## config.mk

```make
export PLATFORM = sky130hd
export DESIGN_NAME = uart_imem_loader
export DESIGN_NICKNAME = d
export VERILOG_FILES = /design/src/rtl/uart_imem_loader.sv
export SDC_FILE = /design/constraint.sdc
export NUM_CORES = 1
export LEC_CHECK = 0
export ABC_AREA = 1
export BUFFER_PORTS_ARGS = -buffer_cell sky130_fd_sc_hd__buf_2
export CORE_MARGIN = 2
export CORE_UTILIZATION = 60
export DETAILED_ROUTE_END_ITERATION = 10
export HOLD_SLACK_MARGIN = 0.05
export PLACE_DENSITY = 0.8
export SYNTH_ARGS = -nofsm -noshare
export SYNTH_HDL_FRONTEND = slang
export SYNTH_SLANG_ARGS = --single-unit
```

## constraint.sdc

```tcl
create_clock -name clk -period 4.1 [get_ports clk]
set_input_delay 0.615 -clock clk [delete_from_list [all_inputs] [get_ports clk]]
set_output_delay 0.615 -clock clk [all_outputs]
set_load 0.05 [all_outputs]
```

## src/rtl/uart_imem_loader.sv

```systemverilog
// Purpose: receives an 8N1 UART packet (16-bit word count + LE 32-bit words) and writes it into instruction memory.
// Latency: imem_we asserts 1 cycle after the byte_valid of each word's 4th byte; done pulses the cycle after the last write.
// Backpressure: none; the serial line cannot be stalled, and bytes arriving while not armed are dropped.
module uart_imem_loader #(
   parameter int CLKS_PER_BIT = 100,
   parameter int ADDR_WIDTH   = 14,
   parameter int DEPTH        = 16384
) (
   input  logic                  clk,
   input  logic                  rst,
   input  logic                  rx,
   input  logic                  load_en,
   output logic                  imem_we,
   output logic [ADDR_WIDTH-1:0] imem_addr,
   output logic [31:0]           imem_wdata,
   output logic                  busy,
   output logic                  done,
   output logic                  err,
   output logic                  cpu_hold
);

   localparam int CW = $clog2(CLKS_PER_BIT + 1);
   localparam logic [CW-1:0] BIT_LAST  = CW'(CLKS_PER_BIT - 1);
   localparam logic [CW-1:0] HALF_LAST = CW'(CLKS_PER_BIT / 2 - 1);

   typedef enum logic [1:0] {R_IDLE, R_START, R_DATA, R_STOP} rx_state_t;
   typedef enum logic [2:0] {L_IDLE, L_CNT0, L_CNT1, L_DATA, L_WRITE} ld_state_t;

   // ---------------- receiver ----------------
   logic            rx_s1, rx_s2;
   rx_state_t       r_state, r_next;
   logic [CW-1:0]   clk_cnt, cnt_next;
   logic [2:0]      bit_idx, bit_next;
   logic [7:0]      rx_byte, sh_next;
   logic            byte_valid, bv_next;
   logic            frame_err, fe_next;

   // Two-flop synchronizer; idles high so reset does not look like a start bit.
   always_ff @(posedge clk) begin
      if (!rst) begin
         rx_s1 <= 1'b1;
         rx_s2 <= 1'b1;
      end else begin
         rx_s1 <= rx;
         rx_s2 <= rx_s1;
      end
   end

   // Receiver next state: mid-bit sampling relative to the detected start edge.
   always_comb begin
      r_next   = r_state;
      cnt_next = clk_cnt + 1'b1;
      bit_next = bit_idx;
      sh_next  = rx_byte;
      bv_next  = 1'b0;
      fe_next  = 1'b0;
      case (r_state)
         R_IDLE: begin
            cnt_next = '0;
            if (!rx_s2) r_next = R_START;
         end
         R_START: begin
            if (clk_cnt == HALF_LAST) begin
               cnt_next = '0;
               bit_next = 3'd0;
               r_next   = rx_s2 ? R_IDLE : R_DATA;
            end
         end
         R_DATA: begin
            if (clk_cnt == BIT_LAST) begin
               cnt_next = '0;
               sh_next  = {rx_s2, rx_byte[7:1]};
               if (bit_idx == 3'd7) r_next = R_STOP;
               else                 bit_next = bit_idx + 3'd1;
            end
         end
         R_STOP: begin
            if (clk_cnt == BIT_LAST) begin
               cnt_next = '0;
               r_next   = R_IDLE;
               if (rx_s2) bv_next = 1'b1;
               else       fe_next = 1'b1;
            end
         end
         default: r_next = R_IDLE;
      endcase
   end

   // Receiver state register.
   always_ff @(posedge clk) begin
      if (!rst) begin
         r_state    <= R_IDLE;
         clk_cnt    <= '0;
         bit_idx    <= 3'd0;
         rx_byte    <= 8'd0;
         byte_valid <= 1'b0;
         frame_err  <= 1'b0;
      end else begin
         r_state    <= r_next;
         clk_cnt    <= cnt_next;
         bit_idx    <= bit_next;
         rx_byte    <= sh_next;
         byte_valid <= bv_next;
         frame_err  <= fe_next;
      end
   end

   // ---------------- loader ----------------
   ld_state_t             l_state, l_next;
   logic                  load_en_q;
   logic                  arm_edge, do_arm, set_done, set_err;
   logic [15:0]           count, new_count, word_cnt, word_cnt_inc;
   logic [1:0]            byte_idx;
   logic [23:0]           word_lo;
   logic [ADDR_WIDTH-1:0] addr;

   assign arm_edge     = load_en & ~load_en_q;
   assign new_count    = {rx_byte, count[7:0]};
   assign word_cnt_inc = word_cnt + 16'd1;
   assign cpu_hold     = busy;

   // Loader next state; a framing error mid-load overrides everything and ends the load.
   always_comb begin
      l_next   = l_state;
      do_arm   = 1'b0;
      set_done = 1'b0;
      set_err  = 1'b0;
      case (l_state)
         L_IDLE: begin
            if (arm_edge) begin
               l_next = L_CNT0;
               do_arm = 1'b1;
            end
         end
         L_CNT0: if (byte_valid) l_next = L_CNT1;
         L_CNT1: begin
            if (byte_valid) begin
               if (new_count == 16'd0) begin
                  l_next   = L_IDLE;
                  set_done = 1'b1;
               end else if ({1'b0, new_count} > 17'(DEPTH)) begin
                  l_next  = L_IDLE;
                  set_err = 1'b1;
               end else begin
                  l_next = L_DATA;
               end
            end
         end
         L_DATA: if (byte_valid && byte_idx == 2'd3) l_next = L_WRITE;
         L_WRITE: begin
            if (word_cnt_inc == count) begin
               l_next   = L_IDLE;
               set_done = 1'b1;
            end else begin
               l_next = L_DATA;
            end
         end
         default: l_next = L_IDLE;
      endcase
      if (frame_err && l_state != L_IDLE) begin
         l_next   = L_IDLE;
         set_err  = 1'b1;
         set_done = 1'b0;
      end
   end

   // Loader datapath and registered outputs.
   always_ff @(posedge clk) begin
      if (!rst) begin
         l_state    <= L_IDLE;
         load_en_q  <= 1'b0;
         count      <= 16'd0;
         word_cnt   <= 16'd0;
         byte_idx   <= 2'd0;
         word_lo    <= 24'd0;
         addr       <= '0;
         imem_we    <= 1'b0;
         imem_addr  <= '0;
         imem_wdata <= 32'd0;
         busy       <= 1'b0;
         done       <= 1'b0;
         err        <= 1'b0;
      end else begin
         l_state   <= l_next;
         load_en_q <= load_en;
         done      <= set_done;
         imem_we   <= 1'b0;
         if (do_arm) begin
            err      <= 1'b0;
            busy     <= 1'b1;
            addr     <= '0;
            byte_idx <= 2'd0;
            word_cnt <= 16'd0;
         end
         if (set_err) err <= 1'b1;
         if (set_done || set_err) busy <= 1'b0;
         if (byte_valid) begin
            case (l_state)
               L_CNT0: count[7:0]  <= rx_byte;
               L_CNT1: count[15:8] <= rx_byte;
               L_DATA: begin
                  byte_idx <= byte_idx + 2'd1;
                  case (byte_idx)
                     2'd0: word_lo[7:0]   <= rx_byte;
                     2'd1: word_lo[15:8]  <= rx_byte;
                     2'd2: word_lo[23:16] <= rx_byte;
                     default: begin
                        imem_we    <= 1'b1;
                        imem_addr  <= addr;
                        imem_wdata <= {rx_byte, word_lo};
                     end
                  endcase
               end
               default: ;
            endcase
         end
         if (l_state == L_WRITE) begin
            addr     <= addr + 1'b1;
            word_cnt <= word_cnt_inc;
         end
      end
   end

endmodule

```

After elaboration in Yosys (flattened, before gate mapping)
Index checks and enable logic that the tools add are counted.
W data, S select, Z words.
{"block": "totals", "register_bits": 150, "input_bits": 4, "output_inout_bits": 51, "elab_cells": 131}
{"block": "op_classes", "add_sub_neg": 5, "magnitude_cmp": 1, "n_eq_ne": 24, "mux": 46, "bitwise_logic": 4, "n_reduce_logical": 27}
{"operator": "$mux W16", "n": 2}
{"operator": "$mux W14", "n": 2}
{"operator": "$mux W2", "n": 12}
{"operator": "$mux W3", "n": 7}
{"operator": "$pmux W7 S3", "n": 1}
{"operator": "$ne A2 B2 Y1 const B", "n": 10}
{"operator": "$reduce_and A3 Y1", "n": 6}
{"operator": "$add A16 B1 Y16 const B", "n": 1}
{"operator": "$eq A16 B16 Y1", "n": 1}
{"operator": "$gt A16 B15 Y1 const B", "n": 1}
{"operator": "$logic_not A16 Y1", "n": 1}
{"operator": "$mux W1", "n": 16}
{"operator": "$pmux W3 S5", "n": 1}
{"operator": "$add A14 B1 Y14 const B", "n": 1}
{"operator": "$mux W7", "n": 2}
{"operator": "$eq A2 B2 Y1 const B", "n": 4}
{"operator": "$pmux W2 S4", "n": 1}
{"operator": "$reduce_and A4 Y1", "n": 2}
{"operator": "$add A7 B1 Y7 const B", "n": 1}
{"operator": "$eq A7 B6 Y1 const B", "n": 1}
{"operator": "$eq A7 B7 Y1 const B", "n": 1}
{"operator": "$eq A3 B2 Y1 const B", "n": 2}
{"operator": "$eq A3 B3 Y1 const B", "n": 2}
{"operator": "$pmux W3 S2", "n": 1}
{"operator": "17 further kinds", "n": 28}

Longest topological paths before layout
Gate-level depths: netlist of the first run.
{"block": "depth", "depth_word": 8, "depth_mapped": 15, "ltp_nobuf": 15}

Least setup slack after synthesis of the first run
Ideal clock, no wire load.
{"block": "synth_path", "kind": "register to register", "start": "register word_cnt[0]", "end": "register busy", "setup_time_ps": 118, "t_arrival_ps": 1628, "required_time_ps": 3982, "slack_ps": 2353, "path_stages_with_launch": 15, "n_path_buf": 0, "synth_period_minus_slack_ps": 1747, "cell_sequence": "dfxtp_1 ha_1 nand2_1 nor2_4 nand3_1 nand3_1 nand2_1 nor2_1 nand2_1 nor2_1 nand3_1 nor2_1 nor2_2 nor2_2 nor2_1"}
{"block": "synth_via", "elab_chain_len": 7}
{"element": "start, declared", "line_no": "112", "source": "logic [15:0] count, new_count, word_cnt, word_cnt_inc;"}
{"element": "start signal, assigned", "line_no": "219", "source": "word_cnt <= word_cnt_inc;"}
{"element": "$add A16 B1 Y16", "line_no": "119", "source": "assign word_cnt_inc = word_cnt + 16'd1;"}
{"element": "$eq A16 B16 Y1", "line_no": "151", "source": "if (word_cnt_inc == count) begin"}
{"element": "$mux W1", "line_no": "151"}
{"element": "$pmux W1 S2", "line_no": "128", "source": "case (l_state)"}
{"element": "$mux W1", "line_no": "160", "source": "if (frame_err && l_state != L_IDLE) begin"}
{"element": "$logic_or A1 B1 Y1", "line_no": "196", "source": "if (set_done || set_err) busy <= 1'b0;"}
{"element": "$reduce_or A2 Y1 (no source line)"}
{"element": "end signal, assigned", "line_no": "180", "source": "busy <= 1'b0;"}
{"element": "end signal, assigned", "line_no": "190", "source": "busy <= 1'b1;"}
{"element": "end signal, assigned", "line_no": "196"}
{"element": "end, declared", "line_no": "16", "source": "output logic busy,"}
Every way passes these cells.
A chain may end at the register's enable or synchronous reset.

Final worst setup path of the first run
{"block": "layout_path", "start": "register l_state[2]", "end": "register imem_wdata[25]"}
{"block": "layout_via", "elab_chain_len": 2}
{"element": "start, declared", "line_no": "109", "source": "ld_state_t l_state, l_next;"}
{"element": "start signal, assigned", "line_no": "184", "source": "l_state <= l_next;"}
{"element": "$eq A3 B2 Y1", "line_no": "198", "source": "case (l_state)"}
{"element": "$reduce_and A3 Y1 (no source line)"}
{"element": "end signal, assigned", "line_no": "210", "source": "imem_wdata <= {rx_byte, word_lo};"}
{"element": "end, declared", "line_no": "15", "source": "output logic [31:0] imem_wdata,"}
Every way passes these cells.

==> results of run 1 <==
## worst max-delay path, cell delays in order (launching register included)
cell and delay (ps):
dfxtp_1 330, inv_1 80, nand2_1 70, nor2_1 90
inv_1 70, nor2_2 190, nand2_1 650, inv_1 270
buf_4 340, o21ai_0 140, a21oi_1 170
## metal layers
metal	global-route usage	vias up	share of wire
li1	-	2986	-
met1	0.344	2754	0.44
met2	0.457	158	0.49
met3	0.0569	24	0.052
met4	0.105	0	0.018
met5	0	-	0
## synth_stat cells (3+ instances only)
cell type / instances / share of area
a211oi_1: 4 / 0.0047
a21oi_1: 82 / 0.064
buf_2: 11 / 0.0086
buf_4: 3 / 0.0035
clkbuf_1: 20 / 0.012
dfxtp_1: 150 / 0.47
ha_1: 11 / 0.021
inv_1: 85 / 0.050
nand2_1: 145 / 0.085
nand2_2: 3 / 0.0029
nand3_1: 48 / 0.037
nand4_1: 16 / 0.016
nor2_1: 150 / 0.088
nor2_2: 5 / 0.0049
nor2_4: 4 / 0.0070
nor3_1: 4 / 0.0031
nor4_1: 5 / 0.0049
o21ai_0: 106 / 0.083
or2_2: 8 / 0.0078
xor2_1: 4 / 0.0055
## layout make-up
type / count / area [µm²] / share of cell area
sequential: 150 / 3000 / 0.408
multi-input combinational: 613 / 2940 / 0.399
clock buffer: 20 / 455 / 0.0619
inverter: 86 / 323 / 0.0439
timing repair buffer: 60 / 315 / 0.0429
tap: 136 / 170 / 0.0231
clock inverter: 12 / 151 / 0.0206
## final timing paths
| path | depth (start not counted) | slack, ps | endpoint |
|---|---|---|---|
| max reg2reg | 10 | 1610 | imem_wdata[25] |
| min | 2 | 270 | rx_s1 |
| min reg2reg | 1 | 410 | rx_s2 |
| max | 10 | 1610 | imem_wdata[25] |
## state kept, by name, indices dropped and copies added, names as in the netlist, 2 cells and up, named ones only
name	cells
clk_cnt	7
rx_byte	8
count	16
word_cnt	16
byte_idx	2
imem_wdata	32
bit_idx	3
l_state	3
word_lo	24
addr	14
imem_addr	14
## cells by family (layout without fill, tap and decap cells)
family | count (synthesis) | count (layout) | share of synthesized area
xor+xnor | 5 | 5 | 0.00682
simple gates | 392 | 392 | 0.261
flops | 150 | 150 | 0.468
buf+inv | 121 | 178 | 0.0746
fa+ha+maj | 11 | 11 | 0.0214
compound gates | 205 | 205 | 0.168
## power by group through the flow
stage,clock (mW),combinational [mW],sequential (mW)
4_1_cts,1.59,0.177,1.48
2_1_floorplan,0,0.129,1.52
3_5_place_dp,0,0.175,1.51
3_3_place_gp,0,0.168,1.51
5_1_grt,1.65,0.199,1.48
6_report,1.58,0.179,1.48
## stage by stage
step                      cell area (µm²)  power, mW   util  instances  hold WS (ps)
after global routing                 7360       3.33  0.709       1077           262
after floorplan                      6420       1.64      -        884           393
after CTS                            7360       3.24  0.709       1077           251
after global placement               6750       1.68  0.651       1045           400
after detailed placement             6750       1.69  0.651       1045           398
final                                7360       3.24  0.709       1077           267
==> results.sh, run 1 <==
export IMPL_antenna_found_initial=0
export IMPL_hold_viol_final=0
export IMPL_end_kind="flop"
export IMPL_grt_usage=0.272
export IMPL_wl_um=15000
export IMPL_outcome="finished clean"
export IMPL_die_h_um=107
export IMPL_cts_sinks=150
export IMPL_routabilityCongestion=0.840
export IMPL_grt_pass1_vias=5554
export IMPL_numCtsBuffers=17
export IMPL_synth_main_ff_cell="dfxtp_1"
export IMPL_clk_latency_ps=540
export IMPL_hold_start="rx"
export IMPL_post_cts_setup_buffer_count=0
export IMPL_ir_drop_mv=0.311
export IMPL_yosysSeqAreaShare=0.468
export IMPL_synthCells=884
export IMPL_postCtsHoldBufs=0
export IMPL_area_growth_syn_to_layout_pct=14.6
export IMPL_arrival_ps=2950
export IMPL_cp_max_fo=37
export IMPL_num_vias=5922
export IMPL_cts_resized=0
export IMPL_comb_power_share=0.055
export IMPL_final_nets=943
export IMPL_fillers=855
export IMPL_finalWorstSetupSlack_ps=1610
export IMPL_seqPwrFrac=0.457
export IMPL_antenna_left=0
export IMPL_power_switching_mw=0.744
export IMPL_syn_nets=899
export IMPL_die_w_um=107
export IMPL_setup_viol=0
export IMPL_worst_pin_slew_ps=1050
export IMPL_htree_levels=4
export IMPL_grt_setup_unrepaired="no"
export IMPL_crit_path_start_kind="flop"
export IMPL_grt_first_pass_wirelength_um=25000
export IMPL_diodes=0
export IMPL_switching_share=0.230
export IMPL_crit_start="l_state[2]"
export IMPL_fin_tns_setup_ps=0
export IMPL_wire_per_inst_um=13.9
export IMPL_slew_viol_final=0
export IMPL_clkPwrFrac=0.487
export IMPL_synth_enable_flop_cells=0
export IMPL_drive_gt1_frac=0.122
export IMPL_p_per_area_nw_per_um2=440
export IMPL_timing_fmax_ghz=0.401
export IMPL_grt_ovfl_total=0
export IMPL_clock_root_buffer="clkbuf_8"
export IMPL_most_common_layout_cells="nor2_1, dfxtp_1, nand2_1"
export IMPL_grt_max_degree=106
export IMPL_slew_headroom=0.296
export IMPL_pin_count=55
export IMPL_p_int_mw=2.49
export IMPL_drt_pass1_iter_count=5
export IMPL_postSynthAreaPerCell_um2=7.26
export IMPL_fp_dieArea_um2=11500
export IMPL_maxCapViolations=0
export IMPL_post_place_ws_ps=1670
export IMPL_async_reset_ff_frac=0
export IMPL_yosys_cell_types_count=36
export IMPL_drc=0
export IMPL_core_area_um2=10400
export IMPL_ys_seq_elements=150
export IMPL_synthesis_area_um2=6420
export IMPL_critical_path_class="flop to flop"
export IMPL_viasPerCell=5.50
export IMPL_finalCritPeriodShare=0.608
export IMPL_initial_utilization=0.619
export IMPL_r2r_start="l_state[2]"
export IMPL_hold_class="input pin to flop"
export IMPL_num_rows=37
export IMPL_first_iter_violations=297
export IMPL_cts_tree="done"
export IMPL_leakage_nw=3.03
export IMPL_fin_worst_skew_ps=5.67
export IMPL_port_buffers=54
export IMPL_cts_path_max_buffers=2
export IMPL_yosys_warnings=0
export IMPL_fin_crit_ps=2490
export IMPL_clkTransAtPathRegs_ps=60
export IMPL_dpl_hpwl_um=10100
export IMPL_required_ps=4560
Power figures use the tool's default switching activity.
==> run 2, diff against run 1 <==
Settings changed: CORE_UTILIZATION 60 to 59, PLACE_DENSITY 0.8 to 0.79.
Clock period 4.1 ns to 2.55 ns, I/O delays scaled along.
==> run 2 against run 1 <==
Against the previous run:
- clock skew rose by 0.94 ps
- sequential cell count unchanged
- routed wire length decreased by 4.0%
- clock power increased by 47%
- clock-buffer cell count increased by 2
- total power up 54%
- largest cell class unchanged
- combinational power rose by 60%
- sequential share of layout area shrank 0.090 points
- register-to-register slack lost 1200 ps
- critical path type unchanged
- critical endpoint is now done
==> results.sh, run 2 (same netlist as run 1, synthesis figures left out) <==
export IMPL_leakage_nw=3.04
export IMPL_setup_viol=0
export IMPL_largest_reg_flops=32
export IMPL_viasPerCell=5.29
export IMPL_final_common_cell="dfxtp_1"
export IMPL_wire_per_inst_um=13.2
export IMPL_slowest_delay_ps=420
export IMPL_pin_count=55
export IMPL_required_ps=3000
export IMPL_arrival_ps=2550
export IMPL_power_switching_mw=1.19
export IMPL_area_growth_syn_to_layout_pct=14.8
export IMPL_grt_first_pass_wirelength_um=24200
export IMPL_crit_slowest_cell="dfxtp_1"
export IMPL_grt_pass1_vias=5313
export IMPL_fin_worst_skew_ps=6.60
export IMPL_crit_chain="ha_1 > nand2_1 > nor2_4 > nand4_1 > nand2_1 > nand2_1 > nand2_1 > nand2_1 > nor2_1 > nand3_1 > nor2_1 > nor2_2 > nor3_2"
export IMPL_numCtsBuffers=17
export IMPL_wl_um=14400
export IMPL_drt_pass1_iter_count=6
export IMPL_grt_busiest_layer="met2"
export IMPL_routabilityCongestion=0.861
export IMPL_top_regs="imem_wdata: 32 flops, word_lo: 24 flops"
export IMPL_num_vias=5750
export IMPL_worst_pin_slew_ps=607
export IMPL_cpMostUsedCell="nand2_1"
export IMPL_fp_dieArea_um2=11700
export IMPL_critical_path_class="flop to flop"
export IMPL_hold_viol_final=0
export IMPL_diodes=0
export IMPL_final_nets=948
export IMPL_timing_fmax_ghz=0.478
export IMPL_drc=0
export IMPL_initial_utilization=0.598
export IMPL_ir_drop_mv=0.627
export IMPL_fin_crit_ps=2090
export IMPL_most_common_layout_cells="dfxtp_1, nor2_1, nand2_1"
export IMPL_cts_tree="done"
export IMPL_antenna_left=0
export IMPL_end_kind="flop"
export IMPL_grt_max_degree=71
export IMPL_cts_sinks=150
export IMPL_crit_path_start_kind="flop"
export IMPL_comb_power_share=0.057
export IMPL_dpl_hpwl_um=9830
export IMPL_use_met2=0.419
export IMPL_largest_register="imem_wdata"
export IMPL_cts_path_max_buffers=2
export IMPL_num_rows=38
export IMPL_cts_resized=0
export IMPL_grt_ovfl_total=0
export IMPL_finalCritPeriodShare=0.821
export IMPL_p_int_mw=3.80
export IMPL_slew_headroom=0.594
export IMPL_switching_share=0.238
export IMPL_grt_usage=0.262
export IMPL_maxCapViolations=0
export IMPL_grt_setup_unrepaired="no"
export IMPL_hold_class="input pin to flop"
export IMPL_fin_tns_setup_ps=0
export IMPL_final_util=0.686
export IMPL_clock_root_buffer="clkbuf_8"
export IMPL_clkPwrFrac=0.465
export IMPL_drive_gt1_frac=0.124
export IMPL_die_w_um=108
export IMPL_die_h_um=108
export IMPL_slew_viol_final=0
export IMPL_antenna_found_initial=0
export IMPL_port_buffers=54
export IMPL_cp_max_fo=9
export IMPL_first_iter_violations=382
export IMPL_htree_levels=4
export IMPL_clkTransAtPathRegs_ps=60
export IMPL_met1_usage=0.341
export IMPL_seqPwrFrac=0.478
export IMPL_core_area_um2=10700
export IMPL_outcome="finished clean"
export IMPL_grt_util_met3=0.0669
export IMPL_clk_latency_ps=540
export IMPL_p_per_area_nw_per_um2=676
## run 2: cell types whose count changed in the layout (fill, tap and decap cells not counted), sizes merged
cell         previous run  this run
clkbuf                 20        22
bufinv                  3         1
dlygate4sd3             0         1
clkinvlp                2         0
buf                    60        64
inv                    85        87
## run 2: critical path: cells and delay by family, from the launching register on
family,cells,cell delay (ps)
adder cells (fa/ha/maj),1,220
AND/OR/NAND/NOR,12,1360
flip-flops,1,420
## run 2: area by class of cell
cell class              count  area, µm²
fillers                   962       3370
flip-flops and latches    150       3000
multi-input cells         613       2940
clock buffers              22        453
repair buffers             65        380
inverters                  86        323
well taps                 140        175
clock inverters            10       97.6
## run 2: what timing repair did
| action | in CTS | in global routing |
|---|---|---|
| buffers inserted | 0 | 0 |
| hold endpoints to repair | 1 | 0 |
| hold buffers | 1 | 0 |
## run 2: power groups by stage
stage	sequential, mW	clock (mW)	combinational (mW)
final	2.38	2.32	0.286
after CTS	2.38	2.35	0.285
after global placement	2.43	0	0.283
after detailed placement	2.43	0	0.282
after global routing	2.38	2.45	0.321
after floorplan	2.44	0	0.207
## run 2: through the flow
step / worst slack [ps] / power, mW / instance area, µm² / std cells / hold WS (ps)
2_1_floorplan: 803 / 2.64 / 6420 / 884 / 393
3_3_place_gp: 556 / 2.72 / 6810 / 1053 / 397
3_5_place_dp: 477 / 2.72 / 6810 / 1053 / 408
4_1_cts: 452 / 5.01 / 7370 / 1086 / 94.4
5_1_grt: 194 / 5.15 / 7370 / 1086 / 116
6_report: 456 / 4.99 / 7370 / 1086 / 108
## run 2: path summary, 6_finish.rpt
kind,depth (start not counted),slack [ps],end,startpoint
worst max-delay path,13,460,done,word_cnt[0]
worst max register to register,13,460,done,word_cnt[0]
worst min-delay path,3,110,load_en_q,load_en
worst min register to register,1,420,rx_s2,rx_s1
## run 2: layer usage
layer	vias to the layer above	part of all wire
met5	-	0
met4	0	0.015
met3	22	0.055
met2	146	0.46
met1	2587	0.47
li1	2995	-
